--- src/rtl/a2d_serf_if.sv ---
// a2d_serf_if: SPI bus between the A2D monarch and the serf model.
interface a2d_serf_if;
    logic SS_n;
    logic SCLK;
    logic MOSI;
    logic MISO;
    modport monarch (output SS_n, SCLK, MOSI, input MISO);
    modport serf (input SS_n, SCLK, MOSI, output MISO);
endinterface

--- src/rtl/a2d_serf.sv ---
// a2d_serf: SPI serf model of an 8-channel A2D; each 16-bit frame commands a channel
// and returns the 12-bit conversion of the channel commanded by the previous frame.
module a2d_serf (
    input  logic        clk,
    input  logic        rst,
    a2d_serf_if.serf    spi,
    input  logic [11:0] lft_val,
    input  logic [11:0] rght_val,
    input  logic [11:0] steer_val,
    input  logic [11:0] batt_val,
    output logic [2:0]  cmd_ch,
    output logic        cmd_vld,
    output logic        bad_ch,
    output logic        frame_err
);
    typedef enum logic [1:0] {IDLE, ARMED, SHIFT} state_t;

    state_t      state_q, state_d;
    logic [2:0]  ss_q, sclk_q;
    logic [1:0]  mosi_q;
    logic [15:0] tx_q, tx_d;
    logic [13:0] rx_q, rx_d;
    logic [4:0]  cnt_q, cnt_d;
    logic [2:0]  ch_q, ch_d;
    logic        vld_q, vld_d, bad_q, bad_d, ferr_q, ferr_d;
    logic        ss_fall, ss_rise, sclk_rise, sclk_fall;
    logic [11:0] sel_val;

    // SS_n chain resets low so a frame already running at reset release shows no falling edge
    always_ff @(posedge clk or posedge rst) begin
        if (rst) begin
            ss_q   <= 3'b000;
            sclk_q <= 3'b111;
            mosi_q <= 2'b00;
        end else begin
            ss_q   <= {ss_q[1:0], spi.SS_n};
            sclk_q <= {sclk_q[1:0], spi.SCLK};
            mosi_q <= {mosi_q[0], spi.MOSI};
        end
    end

    assign ss_fall   = ~ss_q[1] & ss_q[2];
    assign ss_rise   = ss_q[1] & ~ss_q[2];
    assign sclk_rise = sclk_q[1] & ~sclk_q[2];
    assign sclk_fall = ~sclk_q[1] & sclk_q[2];

    assign sel_val = (ch_q == 3'd0) ? lft_val :
                     (ch_q == 3'd4) ? rght_val :
                     (ch_q == 3'd5) ? steer_val :
                     (ch_q == 3'd6) ? batt_val : 12'h000;

    always_ff @(posedge clk or posedge rst) begin
        if (rst) begin
            state_q <= IDLE;
            tx_q    <= '0;
            rx_q    <= '0;
            cnt_q   <= '0;
            ch_q    <= '0;
            vld_q   <= 1'b0;
            bad_q   <= 1'b0;
            ferr_q  <= 1'b0;
        end else begin
            state_q <= state_d;
            tx_q    <= tx_d;
            rx_q    <= rx_d;
            cnt_q   <= cnt_d;
            ch_q    <= ch_d;
            vld_q   <= vld_d;
            bad_q   <= bad_d;
            ferr_q  <= ferr_d;
        end
    end

    always_comb begin
        state_d = state_q;
        tx_d    = tx_q;
        rx_d    = rx_q;
        cnt_d   = cnt_q;
        ch_d    = ch_q;
        vld_d   = 1'b0;
        bad_d   = 1'b0;
        ferr_d  = 1'b0;
        unique case (state_q)
            IDLE: if (ss_fall) begin
                tx_d    = {4'h0, sel_val};
                cnt_d   = '0;
                state_d = ARMED;
            end
            ARMED: if (sclk_rise) begin
                rx_d    = {rx_q[12:0], mosi_q[1]};
                cnt_d   = 5'd1;
                state_d = SHIFT;
            end
            SHIFT: begin
                if (sclk_rise) begin
                    rx_d  = {rx_q[12:0], mosi_q[1]};
                    cnt_d = (cnt_q == 5'd17) ? 5'd17 : cnt_q + 5'd1;
                end
                if (sclk_fall) tx_d = {tx_q[14:0], 1'b0};
            end
            default: state_d = IDLE;
        endcase
        // frame end wins over any SCLK edge seen in the same cycle
        if (state_q != IDLE && ss_rise) begin
            state_d = IDLE;
            if (cnt_q == 5'd16) begin
                ch_d  = rx_q[13:11];
                vld_d = 1'b1;
                bad_d = !(rx_q[13:11] inside {3'd0, 3'd4, 3'd5, 3'd6});
            end else begin
                ferr_d = 1'b1;
            end
        end
    end

    assign spi.MISO  = ~ss_q[2] & tx_q[15];
    assign cmd_ch    = ch_q;
    assign cmd_vld   = vld_q;
    assign bad_ch    = bad_q;
    assign frame_err = ferr_q;
endmodule

--- src/flat_wrapper.sv ---
// flat-port wrapper written by rule: the top's interface ports become plain ports
module a2d_serf_flat 
  (clk, rst, lft_val, rght_val, steer_val, batt_val, cmd_ch, cmd_vld, bad_ch, frame_err, spi_SS_n, spi_SCLK, spi_MOSI, spi_MISO);
  a2d_serf_if spi_i ();
  input  logic clk;
  input  logic rst;
  input  logic [11:0] lft_val;
  input  logic [11:0] rght_val;
  input  logic [11:0] steer_val;
  input  logic [11:0] batt_val;
  output logic [2:0] cmd_ch;
  output logic cmd_vld;
  output logic bad_ch;
  output logic frame_err;
  input wire logic [$bits(spi_i.SS_n)-1:0] spi_SS_n;
  input wire logic [$bits(spi_i.SCLK)-1:0] spi_SCLK;
  input wire logic [$bits(spi_i.MOSI)-1:0] spi_MOSI;
  output wire logic [$bits(spi_i.MISO)-1:0] spi_MISO;
  assign spi_i.SS_n = spi_SS_n;
  assign spi_i.SCLK = spi_SCLK;
  assign spi_i.MOSI = spi_MOSI;
  assign spi_MISO = spi_i.MISO;
  a2d_serf u_core (.clk(clk), .rst(rst), .spi(spi_i), .lft_val(lft_val), .rght_val(rght_val), .steer_val(steer_val), .batt_val(batt_val), .cmd_ch(cmd_ch), .cmd_vld(cmd_vld), .bad_ch(bad_ch), .frame_err(frame_err));
endmodule
--- config.mk ---
export PLATFORM = sky130hd
export DESIGN_NAME = a2d_serf_flat
export DESIGN_NICKNAME = d
export VERILOG_FILES = /design/src/rtl/a2d_serf_if.sv /design/src/rtl/a2d_serf.sv /design/src/flat_wrapper.sv
export SDC_FILE = /design/constraint.sdc
export NUM_CORES = 1
export LEC_CHECK = 0
export CORE_MARGIN = 1
export CORE_UTILIZATION = 46
export CTS_BUF_LIST = sky130_fd_sc_hd__clkbuf_8 sky130_fd_sc_hd__clkbuf_16
export DETAILED_ROUTE_END_ITERATION = 16
export GPL_TIMING_DRIVEN = 0
export PLACE_DENSITY = 0.77
export SKIP_LAST_GASP = 1
export SLEW_MARGIN = 0
export SYNTH_ARGS = -nofsm -noshare
export SYNTH_HDL_FRONTEND = slang
export SYNTH_SLANG_ARGS = --single-unit
--- constraint.sdc ---
create_clock -name clk -period 1.6 [get_ports clk]
set_input_delay 0.16 -clock clk [delete_from_list [all_inputs] [get_ports clk]]
set_output_delay 0.16 -clock clk [all_outputs]
set_load 0.02 [all_outputs]
==> results of run 1 <==
[critical path, cell delays in order (launching register included)]
cell      delay, ns
dfrtp_2        0.46
inv_4          0.06
ha_4           0.17
or2_1          0.23
a221o_2        0.41
nand2b_4       0.18
o22ai_2        0.16
[registers in the layout, indices dropped and copies added (netlist names)]
name / count
u_core.sclk_q: 3
u_core.cmd_vld: 1
u_core.frame_err: 1
u_core.ss_q: 3
u_core.cnt_q: 5
u_core.tx_q: 16
u_core.mosi_q: 2
u_core.rx_q: 14
u_core.cmd_ch: 3
u_core.state_q: 2
u_core.bad_ch: 1
[cell usage after synthesis]
master / instances
nor2_1: 15
nor3_1: 11
mux2i_1: 11
inv_1: 9
o31ai_2: 5
o21ai_1: 11
ha_1: 9
a2111oi_0: 1
o22a_1: 1
or3b_1: 11
a21oi_1: 17
o41ai_1: 1
mux2_2: 15
o31ai_1: 6
a221o_1: 1
nand2_1: 27
nand3b_1: 2
o22ai_1: 1
nor2b_1: 14
buf_6: 2
mux2_1: 3
dfstp_2: 3
a2bb2oi_1: 1
a311oi_1: 2
buf_4: 2
clkbuf_1: 6
nand3_1: 12
a22o_1: 1
nand4_1: 2
buf_2: 6
o21ai_0: 1
dfrtp_1: 48
a31oi_1: 4
nand2b_1: 8
or2_1: 1
[worst paths after layout]
| check | start | end | slack [ns] | depth (start not counted) |
|---|---|---|---|---|
| max | u_core.state_q[0]$_DFFE_PP0P_ | u_core.cnt_q[3]$_DFFE_PP0P_ | -0.16 | 6 |
| min | rst | u_core.cnt_q[4]$_DFFE_PP0P_ | 0.06 | 2 |
| max in group asynchronous | rst | u_core.sclk_q[1]$_DFF_PP1_ | 1.02 | 3 |
| min in group clk | spi_SCLK | u_core.sclk_q[0]$_DFF_PP1_ | 0.27 | 1 |
| min reg2reg | u_core.ss_q[0]$_DFF_PP0_ | u_core.ss_q[1]$_DFF_PP0_ | 0.35 | 0 |
| max reg2reg | u_core.state_q[0]$_DFFE_PP0P_ | u_core.cnt_q[3]$_DFFE_PP0P_ | -0.16 | 6 |
[kinds of logic after synthesis]
kind of cell	count (synthesis)	synth area share, %
AOI/OAI and AO/OA	53	13.0
muxes	29	11.5
and+or+nand+nor	103	19.8
DFF	51	47.0
adders and majority gates	9	4.13
buffers and inverters	25	4.55
[layout make-up]
class                      count  share of cell area [%]
clock buffer                   5                    1.70
tap                           72                    2.22
timing repair buffer          77                    19.1
inverter                       9                   0.895
buffer                        14                    3.24
sequential                    51                    31.6
clock inverter                 3                    1.67
multi-input combinational    194                    39.5
[power by group]
part           total (W)  switching (W)  internal [W]
sequential       0.00188       0.000238       0.00165
clock            0.00105       0.000431      0.000623
combinational    0.00306        0.00146       0.00160
[repair_timing]
action	4_1_cts	5_1_grt
setup endpoints to repair	37	41
pin swaps	8	3
gates resized for setup	29	53
gates cloned	0	3
setup buffers	10	4
[routing by layer]
| metal | vias to the layer above | share of wire, % | track usage (%) |
|---|---|---|---|
| li1 | 1106 | - | - |
| met1 | 1193 | 43 | 28.0 |
| met2 | 59 | 52 | 38.2 |
| met3 | 11 | 4.5 | 4.60 |
| met4 | 0 | 1.0 | 8.18 |
| met5 | - | 0 | 0 |
[metrics by stage]
stage	TNS, ns	util (%)
final	-3.60	72.3
after floorplan	-0.0287	-
after global routing	-5.61	72.3
after detailed placement	-5.40	61.8
after global placement	-39.45	61.4
after CTS	-1.24	67.2
==> run metrics, run 1 <==
CTS max path bufs=2; WL/cell=between 15 and 20 um; Die ar.=between 0.006 and 0.007 mm2; Post-Syn Area=0.00273 mm2; Critical Path Source Type=flip-flop; CTS H-Tree Depth=2; CTS tree=built; # DRC=0; worst-path maximum fanout=6; Slew @ Worst Pin=between 0.5 and 0.6 ns; final worst setup slack=-0.157 ns; leading area contributor after synthesis=dfrtp_1; status=finished with violations; fin crit share=110%; sequential-to-total area share from yosys stat=47.0%; worst slack, placed=-0.265 ns; Syn Nets=approximately 330; Max Slew Vio Count=0; max frequency=569 MHz; final-stage net count=414; Critical Path End Type=flip-flop; failing checks=negative setup slack; Period minus WS final=about 1.8 ns; grt ovf=0; Final Hold Vio Count=0; DP HPWL=about 4600 um; mean area per synthesized cell=10.1 um2; synth top area cells=dfrtp_1 44%, mux2_2 6.2%, ha_1 4.1%; worst hold path class=in2async; register area=0.00128 mm2; total CTS buffers=5; Mapped Cells=between 200 and 300; Total GRT Usage=between 20% and 30%; design area=about 0.004 mm2; latest clock arrival within the worst-skew pair=around 0.31 ns; Worst-path clk slew=about 0.09 ns; Die X=79.0 um; I/O Buffers=between 50 and 60; layout cell share with drive strength beyond 1=around 30%; via count=around 2.4k; first-pass GRT wire length=roughly 11000 um; most frequent cells in the layout=57 x clkdlybuf4s50_1, 45 x dfrtp_1, 24 x nand2_1; Final Routed Wirelength=~7300 um; # diodes=0; fillcell total=between 400 and 500; post-synth top area share=44.1%; CTS Hold Bufs=0; Clock Skews=~0.0063 ns; DP Cell Count=402; Placed Area=0.00347 mm2; Distinct cells, synth=35; Top Ports=60; Multi-input gate area=0.00160 mm2; DIE HEIGHT=slightly below 80 um; Sinks on Clock Net=a little over 50; Peak VDD IR=0.999 mV; # rows=27; First-pass DRT Iterations=4; flops & latches, synth=~50; vias per inst=5.57; Final Power=0.00600 W; vias in the first global route=approximately 2.3k; initial core utilization=between 40% and 50%; Max-cap violations=0; Final Instance Count excl. Fillers=roughly 430; Layout Area Growth over Synthesis=48.9%; Core Area=between 0.005 and 0.006 mm2; Pwr Density=approximately 1500 mW/mm2; RSZ-0062 raised after global routing=true; GPL Wtd Cong=~0.85; Warnings, synthesis=0; largest net degree at the start of global routing=46; Pleak=about 1.7 nW; DRT antenna net count=0; Setup violations, final=34; Data arrival, critical path=between 1.5 and 2 ns; most common cell after layout, fill and taps aside=clkdlybuf4s50_1; critical path type=reg2reg; Max-slew headroom=62.4%; number of DRC markers in iteration 0=roughly 130; root buffer cell=clkbuf_8; initial antenna violation count=0; final hold slack=0.0597 ns; Worst Path Required=roughly 1.8 ns
Power figures use the tool's default switching activity.
==> inputs of run 2 (changes only) <==
--- a/config.mk
+++ b/config.mk
@@ -5,6 +5,7 @@
 export SDC_FILE = /design/constraint.sdc
 export NUM_CORES = 1
 export LEC_CHECK = 0
+export CORE_ASPECT_RATIO = 1.2
 export CORE_MARGIN = 1
 export CORE_UTILIZATION = 46
 export CTS_BUF_LIST = sky130_fd_sc_hd__clkbuf_8 sky130_fd_sc_hd__clkbuf_16
==> run 2 against run 1 <==
Sequential cell count unchanged; critical endpoint unchanged; total power decreased by 1.6%; highest routed layer unchanged; the flow still finishes with violations (negative setup slack); utilization decreased by 0.63 points.
==> run metrics, run 2 (same netlist as run 1, synthesis figures left out) <==
DIE HEIGHT=86.3 um (+9.3%); Core Area=0.00567 mm2 (+1.1%); fin crit share=109% (-1.0 points); vias per inst=5.39 (-3.4%); max frequency=574 MHz (+0.92%); worst hold path class=in2async; number of DRC markers in iteration 0=142 (+6.0%); Total GRT Usage=20.7% (-1.7 points); Final Power=0.00591 W (-1.6%); most common cell after layout, fill and taps aside=clkdlybuf4s50_1; First-pass DRT Iterations=4 (unchanged); RSZ-0062 raised after global routing=true; initial antenna violation count=0 (unchanged); DRT antenna net count=0 (unchanged); cell count of the worst reg-to-reg path=6 (unchanged); Largest register FFs=16 (unchanged); Max-slew headroom=69.6% (+7.2 points); Worst Path Required=1.84 ns (+0.02 ns); worst-path maximum fanout=5 (-1); Pwr Density=1450 mW/mm2 (-1.7%); vias in the first global route=2152 (-4.4%); Final Hold Vio Count=0 (unchanged); layout cell share with drive strength beyond 1=31.2% (+1.2 points); final hold slack=0.123 ns (+0.0631 ns); Worst setup endpoint=u_core.cnt_q[3]$_DFFE_PP0P_; failing checks=negative setup slack; root buffer cell=clkbuf_8; DP HPWL=4340 um (-4.7%); Worst-path clk slew=0.09 ns (about the same); Slew @ Worst Pin=0.454 ns (-0.0956 ns); Sinks on Clock Net=51 (unchanged); slack of the worst reg-to-reg path=-0.14 ns (+0.02 ns); Max-cap violations=0 (unchanged); Top Ports=60 (unchanged); FF-to-FF End=u_core.cnt_q[3]$_DFFE_PP0P_; worst reg2reg path startpoint=u_core.state_q[0]$_DFFE_PP0P_; CTS max path bufs=2 (unchanged); latest clock arrival within the worst-skew pair=0.31 ns (about the same); Critical Path Start=u_core.state_q[0]$_DFFE_PP0P_; critical path type=reg2reg; CTS H-Tree Depth=2 (unchanged); most frequent cells in the layout=58 x clkdlybuf4s50_1, 45 x dfrtp_1, 23 x nand2_1; Critical Path End Type=flip-flop; I/O Buffers=59 (unchanged); # rows=30 (+11%); WL/cell=16.5 um (-3.8%); Max Slew Vio Count=0 (unchanged); largest net degree at the start of global routing=38 (-17%); status=finished with violations; Layout Area Growth over Synthesis=49.1%; Final Routed Wirelength=7260 um (-0.60%); most flop-heavy register=u_core.tx_q; Period minus WS final=1.74 ns (-0.0161 ns); first-pass GRT wire length=9940 um (-7.0%); Die ar.=0.00624 mm2 (about the same); # diodes=0 (unchanged); Pleak=1.70 nW (-0.73%); Clock Skews=0.00367 ns (-0.00264 ns); Regs by FF count=u_core.tx_q x16, u_core.rx_q x14, u_core.cnt_q x5; Setup violations, final=33 (-2.9%); Die X=72.3 um (-8.5%); Critical Path Source Type=flip-flop; total CTS buffers=5 (unchanged); final worst setup slack=-0.141 ns (+0.0161 ns); via count=2365 (-0.17%); final-stage net count=420 (+1.4%); # DRC=0 (unchanged); Data arrival, critical path=1.98 ns (about the same); initial core utilization=48.1% (-0.51 points); grt ovf=0 (unchanged); CTS tree=built; Peak VDD IR=1.07 mV (+6.9%); GPL Wtd Cong=0.773 (-8.8%)
run 2: metal layers:
| layer | part of all wire, % | up-vias | global-route usage [%] | wire length [um] |
|---|---|---|---|---|
| li1 | - | 1137 | - | - |
| met1 | 39 | 1148 | 25.2 | 2840 |
| met2 | 54 | 59 | 36.9 | 3910 |
| met3 | 3.6 | 21 | 3.95 | 264 |
| met4 | 3.5 | 0 | 6.42 | 251 |
| met5 | 0 | - | 0 | 0 |
run 2: where the power goes:
part	leakage (nW)	switching [W]	internal, W	total [W]
clock	0.0618	0.000441	0.000515	0.000956
combinational	0.990	0.00146	0.00161	0.00307
sequential	0.650	0.000235	0.00165	0.00188
total	1.70	0.00214	0.00377	0.00591
run 2: worst min-delay path by stage:
stage / to / slack, ns / cells past startpoint
2_1_floorplan: u_core.sclk_q[0]$_DFF_PP1_ / 0.16 / 0
6_report: u_core.rx_q[12]$_DFFE_PP0P_ / 0.12 / 2
3_5_place_dp: u_core.mosi_q[1]$_DFF_PP0_ / 0.34 / 0
5_1_grt: u_core.rx_q[4]$_DFFE_PP0P_ / 0.14 / 2
4_1_cts: u_core.rx_q[4]$_DFFE_PP0P_ / 0.12 / 2
3_3_place_gp: u_core.mosi_q[1]$_DFF_PP0_ / 0.33 / 0
run 2: critical path: stages (launching register included):
cell and delay, ns:
dfrtp_2 0.44, inv_4 0.06, ha_4 0.18, or2_4 0.26, a221o_2 0.43, nand2b_4 0.17, o22ai_2 0.13
run 2: timing repair:
item / CTS / global route
gates cloned: 1 / 0
setup endpoints to repair: 37 / 39
gates resized for setup: 21 / 62
pin swaps: 6 / 16
hold buffers: 0 / 0
buffers inserted: 8 / 14
run 2: area by class of cell:
cell class / instances / area [um2]
plain buffers: 15 / 141
clock buffers: 6 / 82.6
clock inverters: 2 / 38.8
fillers: 385 / 1600
inverters: 9 / 38.8
multi-input cells: 195 / 1600
flip-flops and latches: 51 / 1280
well taps: 80 / 100
repair buffers: 81 / 781
run 2: stage by stage:
stage / instance area (um2) / util [%] / setup TNS (ns) / setup WS [ns] / instances
2_1_floorplan: 2770 / - / -0.0287 / -0.0287 / 270
3_3_place_gp: 3460 / 61.0 / -39.11 / -0.851 / 409
3_5_place_dp: 3480 / 61.3 / -5.37 / -0.250 / 410
4_1_cts: 3730 / 65.8 / -0.565 / -0.129 / 427
5_1_grt: 4060 / 71.7 / -4.57 / -0.194 / 439
6_report: 4060 / 71.7 / -2.44 / -0.141 / 439
